**src/rtl/vend_pkg.sv**
```systemverilog
// rtl/vend_pkg.sv - shared vending types: amount width, coin values, dispenser states
package vend_pkg;

  localparam int AMOUNT_W = 5;
  localparam int COUNT_W  = 5;

  localparam int COIN_10 = 10;
  localparam int COIN_5  = 5;
  localparam int COIN_1  = 1;

  localparam logic [COUNT_W-1:0] COUNT_MAX = '1;

  typedef enum logic [2:0] {
    ST_IDLE,
    ST_SELECT,
    ST_PULSE,
    ST_GAP,
    ST_DONE,
    ST_FAULT
  } disp_state_e;

endpackage

```
**src/rtl/coin_select.sv**
```systemverilog
// rtl/coin_select.sv - combinational greedy coin chooser over 10/5/1 with empty-hopper fallback
module coin_select
  import vend_pkg::*;
(
  input  logic [AMOUNT_W-1:0] remaining,
  input  logic                empty_10,
  input  logic                empty_5,
  input  logic                empty_1,
  output logic [2:0]          sel_onehot,
  output logic [AMOUNT_W-1:0] sel_value,
  output logic                none_avail
);

  // sel_onehot bit 2 = 10-unit, bit 1 = 5-unit, bit 0 = 1-unit
  always_comb begin
    sel_onehot = 3'b000;
    sel_value  = '0;
    none_avail = 1'b0;
    if (!empty_10 && (remaining >= AMOUNT_W'(COIN_10))) begin
      sel_onehot = 3'b100;
      sel_value  = AMOUNT_W'(COIN_10);
    end else if (!empty_5 && (remaining >= AMOUNT_W'(COIN_5))) begin
      sel_onehot = 3'b010;
      sel_value  = AMOUNT_W'(COIN_5);
    end else if (!empty_1 && (remaining >= AMOUNT_W'(COIN_1))) begin
      sel_onehot = 3'b001;
      sel_value  = AMOUNT_W'(COIN_1);
    end else begin
      none_avail = 1'b1;
    end
  end

endmodule

```
**src/rtl/change_dispenser.sv**
```systemverilog
// rtl/change_dispenser.sv - pays out change as timed hopper strokes, greedy 10/5/1 with fallback
module change_dispenser
  import vend_pkg::*;
#(
  parameter int PULSE_WIDTH = 2,
  parameter int GAP_CYCLES  = 1
) (
  input  logic                clk,
  input  logic                reset,
  input  logic                start,
  input  logic [AMOUNT_W-1:0] change_amount,
  input  logic                empty_10,
  input  logic                empty_5,
  input  logic                empty_1,
  output logic                coin_10_out,
  output logic                coin_5_out,
  output logic                coin_1_out,
  output logic                busy,
  output logic                done,
  output logic                error,
  output logic [AMOUNT_W-1:0] remaining,
  output logic [COUNT_W-1:0]  coin_count
);

  localparam int CNT_MAX = (PULSE_WIDTH > GAP_CYCLES) ? PULSE_WIDTH : GAP_CYCLES;
  localparam int CNT_W   = (CNT_MAX > 1) ? $clog2(CNT_MAX + 1) : 1;
  localparam logic [CNT_W-1:0] PULSE_LAST = CNT_W'(PULSE_WIDTH - 1);
  localparam logic [CNT_W-1:0] GAP_LAST   = CNT_W'(GAP_CYCLES - 1);

  disp_state_e         state, next_state;
  logic [CNT_W-1:0]    cnt;
  logic [2:0]          coin_sel;
  logic [AMOUNT_W-1:0] coin_val;

  logic [2:0]          sel_onehot;
  logic [AMOUNT_W-1:0] sel_value;
  logic                none_avail;

  coin_select u_coin_select (
    .remaining  (remaining),
    .empty_10   (empty_10),
    .empty_5    (empty_5),
    .empty_1    (empty_1),
    .sel_onehot (sel_onehot),
    .sel_value  (sel_value),
    .none_avail (none_avail)
  );

  always_ff @(posedge clk or negedge reset) begin
    if (!reset) begin
      state <= ST_IDLE;
    end else begin
      state <= next_state;
    end
  end

  always_comb begin
    next_state = state;
    unique case (state)
      ST_IDLE: begin
        if (start) begin
          next_state = (change_amount == '0) ? ST_DONE : ST_SELECT;
        end
      end
      ST_SELECT: next_state = none_avail ? ST_FAULT : ST_PULSE;
      ST_PULSE: begin
        if (cnt == PULSE_LAST) begin
          next_state = ST_GAP;
        end
      end
      ST_GAP: begin
        if (cnt == GAP_LAST) begin
          next_state = (remaining == '0) ? ST_DONE : ST_SELECT;
        end
      end
      ST_DONE:  next_state = ST_IDLE;
      ST_FAULT: next_state = ST_IDLE;
      default:  next_state = ST_IDLE;
    endcase
  end

  // Strokes decode straight from state so an async reset drops them at once
  always_comb begin
    coin_10_out = (state == ST_PULSE) && coin_sel[2];
    coin_5_out  = (state == ST_PULSE) && coin_sel[1];
    coin_1_out  = (state == ST_PULSE) && coin_sel[0];
    busy        = (state == ST_SELECT) || (state == ST_PULSE) || (state == ST_GAP);
    done        = (state == ST_DONE);
    error       = (state == ST_FAULT);
  end

  always_ff @(posedge clk or negedge reset) begin
    if (!reset) begin
      cnt        <= '0;
      coin_sel   <= 3'b000;
      coin_val   <= '0;
      remaining  <= '0;
      coin_count <= '0;
    end else begin
      unique case (state)
        ST_IDLE: begin
          if (start) begin
            remaining  <= change_amount;
            coin_count <= '0;
          end
        end
        ST_SELECT: begin
          // Hopper flags are frozen here for the whole stroke
          coin_sel <= sel_onehot;
          coin_val <= sel_value;
          cnt      <= '0;
        end
        ST_PULSE: begin
          if (cnt == PULSE_LAST) begin
            remaining <= remaining - coin_val;
            if (coin_count != COUNT_MAX) begin
              coin_count <= coin_count + 1'b1;
            end
            cnt <= '0;
          end else begin
            cnt <= cnt + 1'b1;
          end
        end
        ST_GAP: begin
          cnt <= cnt + 1'b1;
        end
        default: begin
        end
      endcase
    end
  end

endmodule

```
**config.mk**
```make
export PLATFORM = sky130hd
export DESIGN_NAME = change_dispenser
export DESIGN_NICKNAME = d
export VERILOG_FILES = /design/src/rtl/vend_pkg.sv /design/src/rtl/coin_select.sv /design/src/rtl/change_dispenser.sv
export SDC_FILE = /design/constraint.sdc
export NUM_CORES = 1
export LEC_CHECK = 0
export ABC_CLOCK_PERIOD_IN_PS = 1850
export CORE_ASPECT_RATIO = 2
export CORE_MARGIN = 2
export CORE_UTILIZATION = 45
export CTS_CLUSTER_DIAMETER = 80
export CTS_CLUSTER_SIZE = 25
export DETAILED_ROUTE_END_ITERATION = 10
export GPL_TIMING_DRIVEN = 0
export PLACE_DENSITY = 0.76
export SKIP_CTS_REPAIR_TIMING = 1
export SLEW_MARGIN = 20
export SYNTH_ARGS = -nofsm -noshare
export SYNTH_HDL_FRONTEND = slang
export SYNTH_SLANG_ARGS = --single-unit
```
**constraint.sdc**
```tcl
create_clock -name clk -period 1.85 [get_ports clk]
set_input_delay 0.4625 -clock clk [delete_from_list [all_inputs] [get_ports clk]]
set_output_delay 0.4625 -clock clk [all_outputs]
set_load 0.01 [all_outputs]
```
# Yosys cells after proc, flatten, opt, wreduce, memory -nomap -nowiden
# Cells that the tools add are included.
# Widths: inputs -> output; s select.
# classes
n_addsub,3
n_lt_le_gt_ge,3
eq_ne,11
n_mux,25
n_reduce_logical,20
# op_table
operator,count
$mux 5,7
$mux 3,8
$pmux 5 s2,2
$pmux 3 s4,1
$logic_not 5->1,2
$eq 3x2->1 const B,2
$eq 3x3->1 const B,2
$logic_and 1x1->1,6
$pmux 2 s3,1
$reduce_and 3->1,2
$add 5x1->5 const B,1
$ge 5x1->1 const B,1
$ge 5x3->1 const B,1
$ge 5x4->1 const B,1
$mux 1,5
$ne 5x5->1 const B,1
$sub 5x5->5,1
$ne 2x1->1 const B,2
$ne 2x2->1 const B,2
$reduce_and 4->1,1
$eq 3x1->1 const B,1
$logic_not 1->1,3
$logic_not 3->1,1
$reduce_bool 3->1,1
6 further kinds,7
# word_totals
register_bits,23
in_bits,11
wordCells,68

# Longest topological paths before layout
# Gate-level depths: netlist of run 1.
# logic_depth
depth_word,7
mapped_depth,7

# Modules after synthesis
# From an unflattened synthesis of run 1, not the netlist that was laid out.
# hier_totals
cells_unflattened,165
area_unflattened_um2,1506.4
# by_module_without_submodules
module,instances,cells_each,area_each_um2
change_dispenser,1,147,1383.8
coin_select,1,18,122.6

# Least setup slack after synthesis of run 1
# No wires, ideal clock.
# synth_path
kind,register to register
startpoint,register coin_count[0]
endpoint,register coin_count[3]
setup_time_ps,69
arrival_ps,1844
setup_slack_ps,-63
stages_incl_launch_ff,8
synth_period_minus_slack_ps,1913
cell_sequence,dfrtp_1 -> ha_1 -> and3_1 -> ha_1 -> and3b_1 -> o21ai_1 -> or4_1 -> nand3_1
# synth_via
elab_chain_len,4
# synth_lines
element,line,rtl
from (decl),change_dispenser.sv:22,output logic [COUNT_W-1:0] coin_count
from (signal assigned),change_dispenser.sv:117,coin_count <= coin_count + 1'b1;
$add 5x1->5,change_dispenser.sv:117,
$mux 5,change_dispenser.sv:116,if (coin_count != COUNT_MAX) begin
$mux 5,change_dispenser.sv:114,if (cnt == PULSE_LAST) begin
$pmux 5 s2,change_dispenser.sv:100,unique case (state)
# Parallel ways exist; a longest one is shown, timed or not. The select of a mux whose other input is x is not followed.
# A chain may end at the register's enable or synchronous reset.

# Final worst setup path of run 1
# layout_path
startpoint,register state[2]
endpoint,output port coin_5_out
# layout_via
elab_chain_len,2
# layout_lines
element,line,rtl
from (decl),change_dispenser.sv:30,"disp_state_e state, next_state;"
from (signal assigned),change_dispenser.sv:53,state <= next_state;
$eq 3x2->1,change_dispenser.sv:85,coin_5_out = (state == ST_PULSE) && coin_sel[1];
$logic_and 1x1->1,change_dispenser.sv:85,
to (decl),change_dispenser.sv:16,"output logic coin_5_out,"
# No other way between the ends.

==> flow_summary_export.csv, run 1 <==
group,metric,value,unit
outcome,status,"finished, violations left",
outcome,violations,"setup timing",
sta,fin_crit_sh,1.08,
job,drv_cap,0,
floorplan,die_h,78.6,um
cts,cts_tree,"yes",
drt,totalWireLength,3060,um
finish,postLayoutCoreUtil,0.630,
floorplan,io_pins,27,
finish,fin_area,1700,um2
sta,final-max-slew-violation-count,0,
critical_path,cp.required,1.39,ns
critical_path,path_max_fanout,10,
synth,yosys-top-cells-area,"dfrtp_1 (38%), ha_1 (9.0%), nand2_1 (5.1%)",
synth,netlist_area,1250,um2
critical_path,arrival,1.54,ns
critical_path,crit_type,"flop to output pin",
critical_path,cp_slowest_cell,"or3b_4",
place,preCtsSetupSlack,-0.413,ns
place,placed_area,1560,um2
pwr,power_density,1620,nW/um2
sta,max_freq,0.499,GHz
synth,ys_types,39,
cts,root_buffer,"clkbuf_8",
synth,ys_seq_area_frac,0.380,
sta,fin_ws,-0.152,ns
synth,syn_nets,165,
global_routing,grt_first_pass_wirelength,4780,um
critical_path,cpMostUsedCell,"buf_6",
cts,cts_made_buffers,3,
finish,nets,203,
critical_path,max_stage_delay,0.40,ns
critical_path,cp-start-kind,"flop",
sta,hold_viol_final,0,
floorplan,fp.dieW,41.3,um
synth,synth_top_area_share,0.380,
global_routing,globalRoute.totalOverflow,0,
place,portBuffers,26,
synth,syn_inst,144,
place,post-dp-hpwl,2280,um
cts,clkLatencyLatePin,0.26,ns
sta,tightest_slew,0.872,ns
critical_path,crit_chain,"buf_6 -> or3b_4 -> buf_6 -> nor2_1 -> buf_2",
global_routing,grt_max_degree,20,
synth,synth_top_area_cell,"dfrtp_1",
sta,period_needed,2.00,ns
sta,rsz0062_at_grt,"true",
hold_path,hold_path.class,"flop to flop",
drt,avgViaCountPerCell,5.59,
cts,htree_levels,1,
floorplan,dieArea,3250,um2
floorplan,core_region_area,2700,um2
sta,max-slew-margin-rel,0.417,
global_routing,antenna_found_initial,0,
finish,layout-drive-gt1-share,0.204,
drt,wl_per_cell,14.6,um
floorplan,num_rows,27,
place,place.gp.congestion,0.754,
synth,synth_edf_count,0,
drt,dr_total_vias,1174,
global_routing,globalRouteTotalUtil,0.211,
pwr,leakagePower,0.807,nW
floorplan,floorplan.initialDensity,0.463,
finish,area_growth,35.9,%
synth,synthTopCellsByCount,"dfrtp_1 (19), nand2_1 (17), nor2_1 (15), o21ai_0 (11)",
drt,drc_errors,0,
global_routing,grt_pass1_vias,1140,
drt,dr.pass1.iters,4,
finish,num_antenna_cells,0,
synth,syn_area_per_cell,8.70,um2
synth,ys_ff_latch,19,
synth,ys_warn_count,0,
synth,async_flop_share,1.00,
drt,drtIter0Drc,17,
sta,setup_viol,2,
synth,synth_ff_type,"dfrtp_1",
pwr,peakVddDrop,0.00104,V
sta,fin_skew,0.00133,ns
cts,cts.clk_slew.worst_paths,0.07,ns
synth,yosysMostFrequentCell,"dfrtp_1",
pwr,total_power,0.00276,W
drt,final_antenna_net_count,0,
cts,clkSinkCount,19,
critical_path,critical_path.endpoint_type,"output pin",
cts,cts_buffer_depth,2,
logic make-up (layout without fill, tap and decap cells):
| family | Yosys count | count (layout) | share of synthesized area |
|---|---|---|---|
| AND/OR/NAND/NOR | 58 | 58 | 0.239 |
| AO/OA/AOI/OAI | 38 | 38 | 0.185 |
| flip-flops | 19 | 19 | 0.380 |
| buffers and inverters | 14 | 51 | 0.0509 |
| adder cells (fa/ha/maj) | 10 | 10 | 0.106 |
| multiplexers | 3 | 3 | 0.0260 |
| XOR/XNOR | 2 | 2 | 0.0140 |
worst max-delay path, delay by kind of cell, from the launching register on:
family | cells | cell delay [ns]
AND/OR/NAND/NOR | 2 | 0.48
buffers and inverters | 3 | 0.42
flip-flops | 1 | 0.38
layout by cell type (no fill, tap or decap), types with 2 or more instances in the layout:
cell type        instances
nand2_1                 17
clkdlybuf4s50_1         20
ha_1                     8
o21ai_2                  2
a21o_1                   2
nand2b_1                 5
o21ai_0                  9
buf_6                    2
a21oi_1                  8
buf_4                    9
dfrtp_1                 16
nor2_1                  14
a211oi_1                 2
o22ai_1                  4
o31ai_1                  3
buf_2                    3
nor3_1                   4
nand4_1                  2
inv_1                    9
nand3_1                  2
mux2_2                   2
o21bai_1                 2
dlymetal6s2s_1           3
clkbuf_8                 3
dfrtp_2                  3
per-stage QoR:
stage / hold slack, ns / setup TNS (ns) / instances
CTS: 0.494 / -3.47 / 203
floorplan: 0.167 / 0 / 144
detailed placement: 0.476 / -1.65 / 199
finish: 0.492 / -0.293 / 210
global placement: 0.460 / -1.48 / 199
global route: 0.527 / -0.553 / 210
area by class of cell:
class                           count  area (um2)
Fill cell                         250        1000
Multi-Input combinational cell    111         758
Sequential cell                    19         479
Inverter                            9        33.8
Timing Repair Buffer               33         305
Tap cell                           29        36.3
Buffer                              5        42.5
Clock buffer                        3        41.3
Clock inverter                      1        5.00
metal layers:
layer	wire, um	vias up	track usage
li1	-	580	-
met5	0	-	0
met2	1740	16	0.347
met4	55	0	0.0968
met3	72	4	0.0254
met1	1190	574	0.252
state kept, by name (all words and copies together), names as in the netlist:
name        count
state           3
remaining       5
coin_val        2
coin_sel        2
coin_count      5
cnt             2
power breakdown:
| group | total [W] | leakage [nW] | switching [W] | internal [W] |
|---|---|---|---|---|
| combinational | 0.00172 | 0.545 | 0.000899 | 0.000826 |
| sequential | 0.000743 | 0.237 | 0.000156 | 0.000587 |
| clock | 0.000291 | 0.0255 | 0.000141 | 0.000150 |
| total | 0.00276 | 0.807 | 0.00120 | 0.00156 |
final timing paths:
kind	depth (start not counted)	from	end	slack (ns)
worst max-delay path	5	state[2]$_DFFE_PN0P_	coin_5_out	-0.15
worst min-delay path	2	coin_sel[0]$_DFFE_PN0P_	coin_sel[0]$_DFFE_PN0P_	0.49
min in group asynchronous	1	reset	remaining[0]$_DFFE_PN0P_	0.70
worst max register to register	7	coin_count[0]$_DFFE_PN0P_	coin_count[3]$_DFFE_PN0P_	0
max in group asynchronous	1	reset	state[0]$_DFFE_PN0P_	0.56
worst min register to register	2	coin_sel[0]$_DFFE_PN0P_	coin_sel[0]$_DFFE_PN0P_	0.49
Power figures use the tool's default switching activity.
==> run 2, diff against run 1 <==
--- a/config.mk
+++ b/config.mk
@@ -5,15 +5,14 @@
 export SDC_FILE = /design/constraint.sdc
 export NUM_CORES = 1
 export LEC_CHECK = 0
-export ABC_CLOCK_PERIOD_IN_PS = 1850
-export CORE_ASPECT_RATIO = 2
+export ABC_CLOCK_PERIOD_IN_PS = 2180
 export CORE_MARGIN = 2
-export CORE_UTILIZATION = 45
+export CORE_UTILIZATION = 50
 export CTS_CLUSTER_DIAMETER = 80
 export CTS_CLUSTER_SIZE = 25
 export DETAILED_ROUTE_END_ITERATION = 10
 export GPL_TIMING_DRIVEN = 0
-export PLACE_DENSITY = 0.76
+export PLACE_DENSITY = 0.8
 export SKIP_CTS_REPAIR_TIMING = 1
 export SLEW_MARGIN = 20
 export SYNTH_ARGS = -nofsm -noshare
==> constraint.sdc (replaced) <==
create_clock -name clk -period 2.18 [get_ports clk]
set_input_delay 0.545 -clock clk [delete_from_list [all_inputs] [get_ports clk]]
set_output_delay 0.545 -clock clk [all_outputs]
set_load 0.01 [all_outputs]
==> run 2 against run 1 <==
The run still ends with setup timing left. Cell area decreased by 1.8%. Clock skew up 0.014 ns. Via count is 4.0% higher. Largest power group unchanged. Highest routed layer unchanged.
==> flow_summary_export.csv, run 2 (same netlist as run 1, synthesis figures left out) <==
group,metric,value,unit
outcome,status,"finished, violations left",
outcome,violations,"setup timing",
place,post-dp-hpwl,2180,um
global_routing,grt_max_degree,20,
sta,fin_skew,0.0158,ns
finish,regArea,477,um2
finish,final_common_cell,"clkdlybuf4s50_1",
sta,tightest_slew,0.885,ns
sta,max_freq,0.456,GHz
place,portBuffers,26,
sta,fin_ws,-0.0119,ns
cts,cts.clk_slew.worst_paths,0.13,ns
global_routing,grt_first_pass_wirelength,4530,um
finish,num_antenna_cells,0,
cts,htree_levels,1,
hold_path,hold_depth,2,
floorplan,fp.dieW,54.1,um
floorplan,floorplan.initialDensity,0.515,
critical_path,arrival,1.65,ns
job,drv_cap,0,
drt,drtIter0Drc,16,
finish,finalNonFillerCells,210,
cts,root_buffer,"clkbuf_4",
floorplan,die_h,54.1,um
cts,cts_buffer_depth,2,
pwr,leakagePower,0.811,nW
floorplan,io_pins,27,
sta,max-slew-margin-rel,0.408,
drt,wl_per_cell,15.5,um
floorplan,dieArea,2920,um2
finish,multi_input_area,729,um2
sta,fin_crit_sh,1.01,
sta,final-max-slew-violation-count,0,
place,preCtsSetupSlack,-0.223,ns
cts,clkSinkCount,19,
floorplan,core_region_area,2430,um2
critical_path,path_max_fanout,6,
pwr,peakVddDrop,0.000768,V
finish,nFillCells,195,
drt,avgViaCountPerCell,5.81,
global_routing,globalRouteTotalUtil,0.215,
critical_path,reg2regPathDepth,7,
cts,cts_made_buffers,3,
global_routing,grt_pass1_vias,1009,
finish,area_growth,33.4,%
drt,wl_met1,1390,um
critical_path,crit_chain,"buf_6 -> or3b_4 -> buf_6 -> nor2_1 -> buf_2",
cts,cts_tree,"yes",
drt,final_antenna_net_count,0,
floorplan,num_rows,18,
cts,clkLatencyLatePin,0.32,ns
critical_path,cpMostUsedCell,"buf_6",
drt,dr.pass1.iters,4,
critical_path,max_stage_delay,0.44,ns
finish,layout-drive-gt1-share,0.139,
critical_path,cp.required,1.63,ns
sta,rsz0062_at_grt,"true",
drt,totalWireLength,3250,um
finish,fin_area,1670,um2
critical_path,critical_path.endpoint_type,"output pin",
sta,setup_viol,1,
drt,dr_total_vias,1221,
place,place.gp.congestion,0.768,
sta,period_needed,2.19,ns
critical_path,cp-start-kind,"flop",
finish,final_cell_mix,"clkdlybuf4s50_1 (20), dfrtp_1 (18), nand2_1 (17)",
drt,highest_layer,"met4",
drt,dr_wl_met2,1650,um
drt,met3WireLength,139,um
pwr,power_density,1370,nW/um2
finish,nets,202,
critical_path,crit_type,"flop to output pin",
global_routing,globalRoute.totalOverflow,0,
sta,fin_worst_hold_slack,0.496,ns
critical_path,cp_slowest_cell,"dfrtp_1",
place,placedCellCount,200,
finish,top_regs,"coin_count (5), remaining (5), state (3)",
hold_path,hold_path.class,"flop to flop",
place,placed_area,1550,um2
sta,hold_viol_final,0,
global_routing,antenna_found_initial,0,
drt,drc_errors,0,
-- run 2: cell count changes in the layout (fill, tap and decap cells not counted), sizes merged --
cell,previous run,this run
buf,14,12
dlymetal6s2s,3,4
-- run 2: power breakdown --
| part | leakage [nW] | internal, W | switching (W) |
|---|---|---|---|
| Sequential | 0.239 | 0.000493 | 0.000139 |
| Clock | 0.0177 | 0.0000687 | 0.000126 |
| Combinational | 0.554 | 0.000698 | 0.000762 |
| Total | 0.811 | 0.00126 | 0.00103 |
-- run 2: worst paths after layout --
path	slack, ns	to	startpoint
worst max-delay path	-0.01	coin_10_out	state[1]$_DFFE_PN0P_
worst max register to register	0.10	coin_count[3]$_DFFE_PN0P_	coin_count[0]$_DFFE_PN0P_
min in group asynchronous	0.71	coin_val[1]$_DFFE_PN0P_	reset
worst min-delay path	0.50	coin_sel[0]$_DFFE_PN0P_	coin_sel[0]$_DFFE_PN0P_
max in group asynchronous	0.88	state[0]$_DFFE_PN0P_	reset
worst min register to register	0.50	coin_sel[0]$_DFFE_PN0P_	coin_sel[0]$_DFFE_PN0P_
-- run 2: critical path: cells and delay by family, from the launching register on --
kind	cells	cell delay, ns
AND/OR/NAND/NOR	2	0.47
buffers and inverters	3	0.41
flip-flops	1	0.44
-- run 2: area by class of cell --
type | instances | area share
Multi-Input combinational cell | 111 | 0.437
Sequential cell | 19 | 0.285
Timing Repair Buffer | 32 | 0.191
Buffer | 5 | 0.0277
Tap cell | 30 | 0.0225
Inverter | 9 | 0.0202
Clock buffer | 3 | 0.0135
Clock inverter | 1 | 0.00300
-- run 2: metrics by stage --
| step | utilization | total power (W) | setup TNS [ns] |
|---|---|---|---|
| global route | 0.687 | 0.00248 | -0.0672 |
| floorplan | - | 0.00147 | 0 |
| global placement | 0.637 | 0.00183 | -0.323 |
| CTS | 0.649 | 0.00209 | -2.41 |
| detailed placement | 0.637 | 0.00190 | -0.459 |
| finish | 0.687 | 0.00229 | -0.0119 |
-- run 2: metal layers --
layer	GRT usage	vias to the layer above
met2	0.368	30
met5	0	-
met1	0.272	602
met3	0.0361	7
li1	-	582
met4	0.0750	0
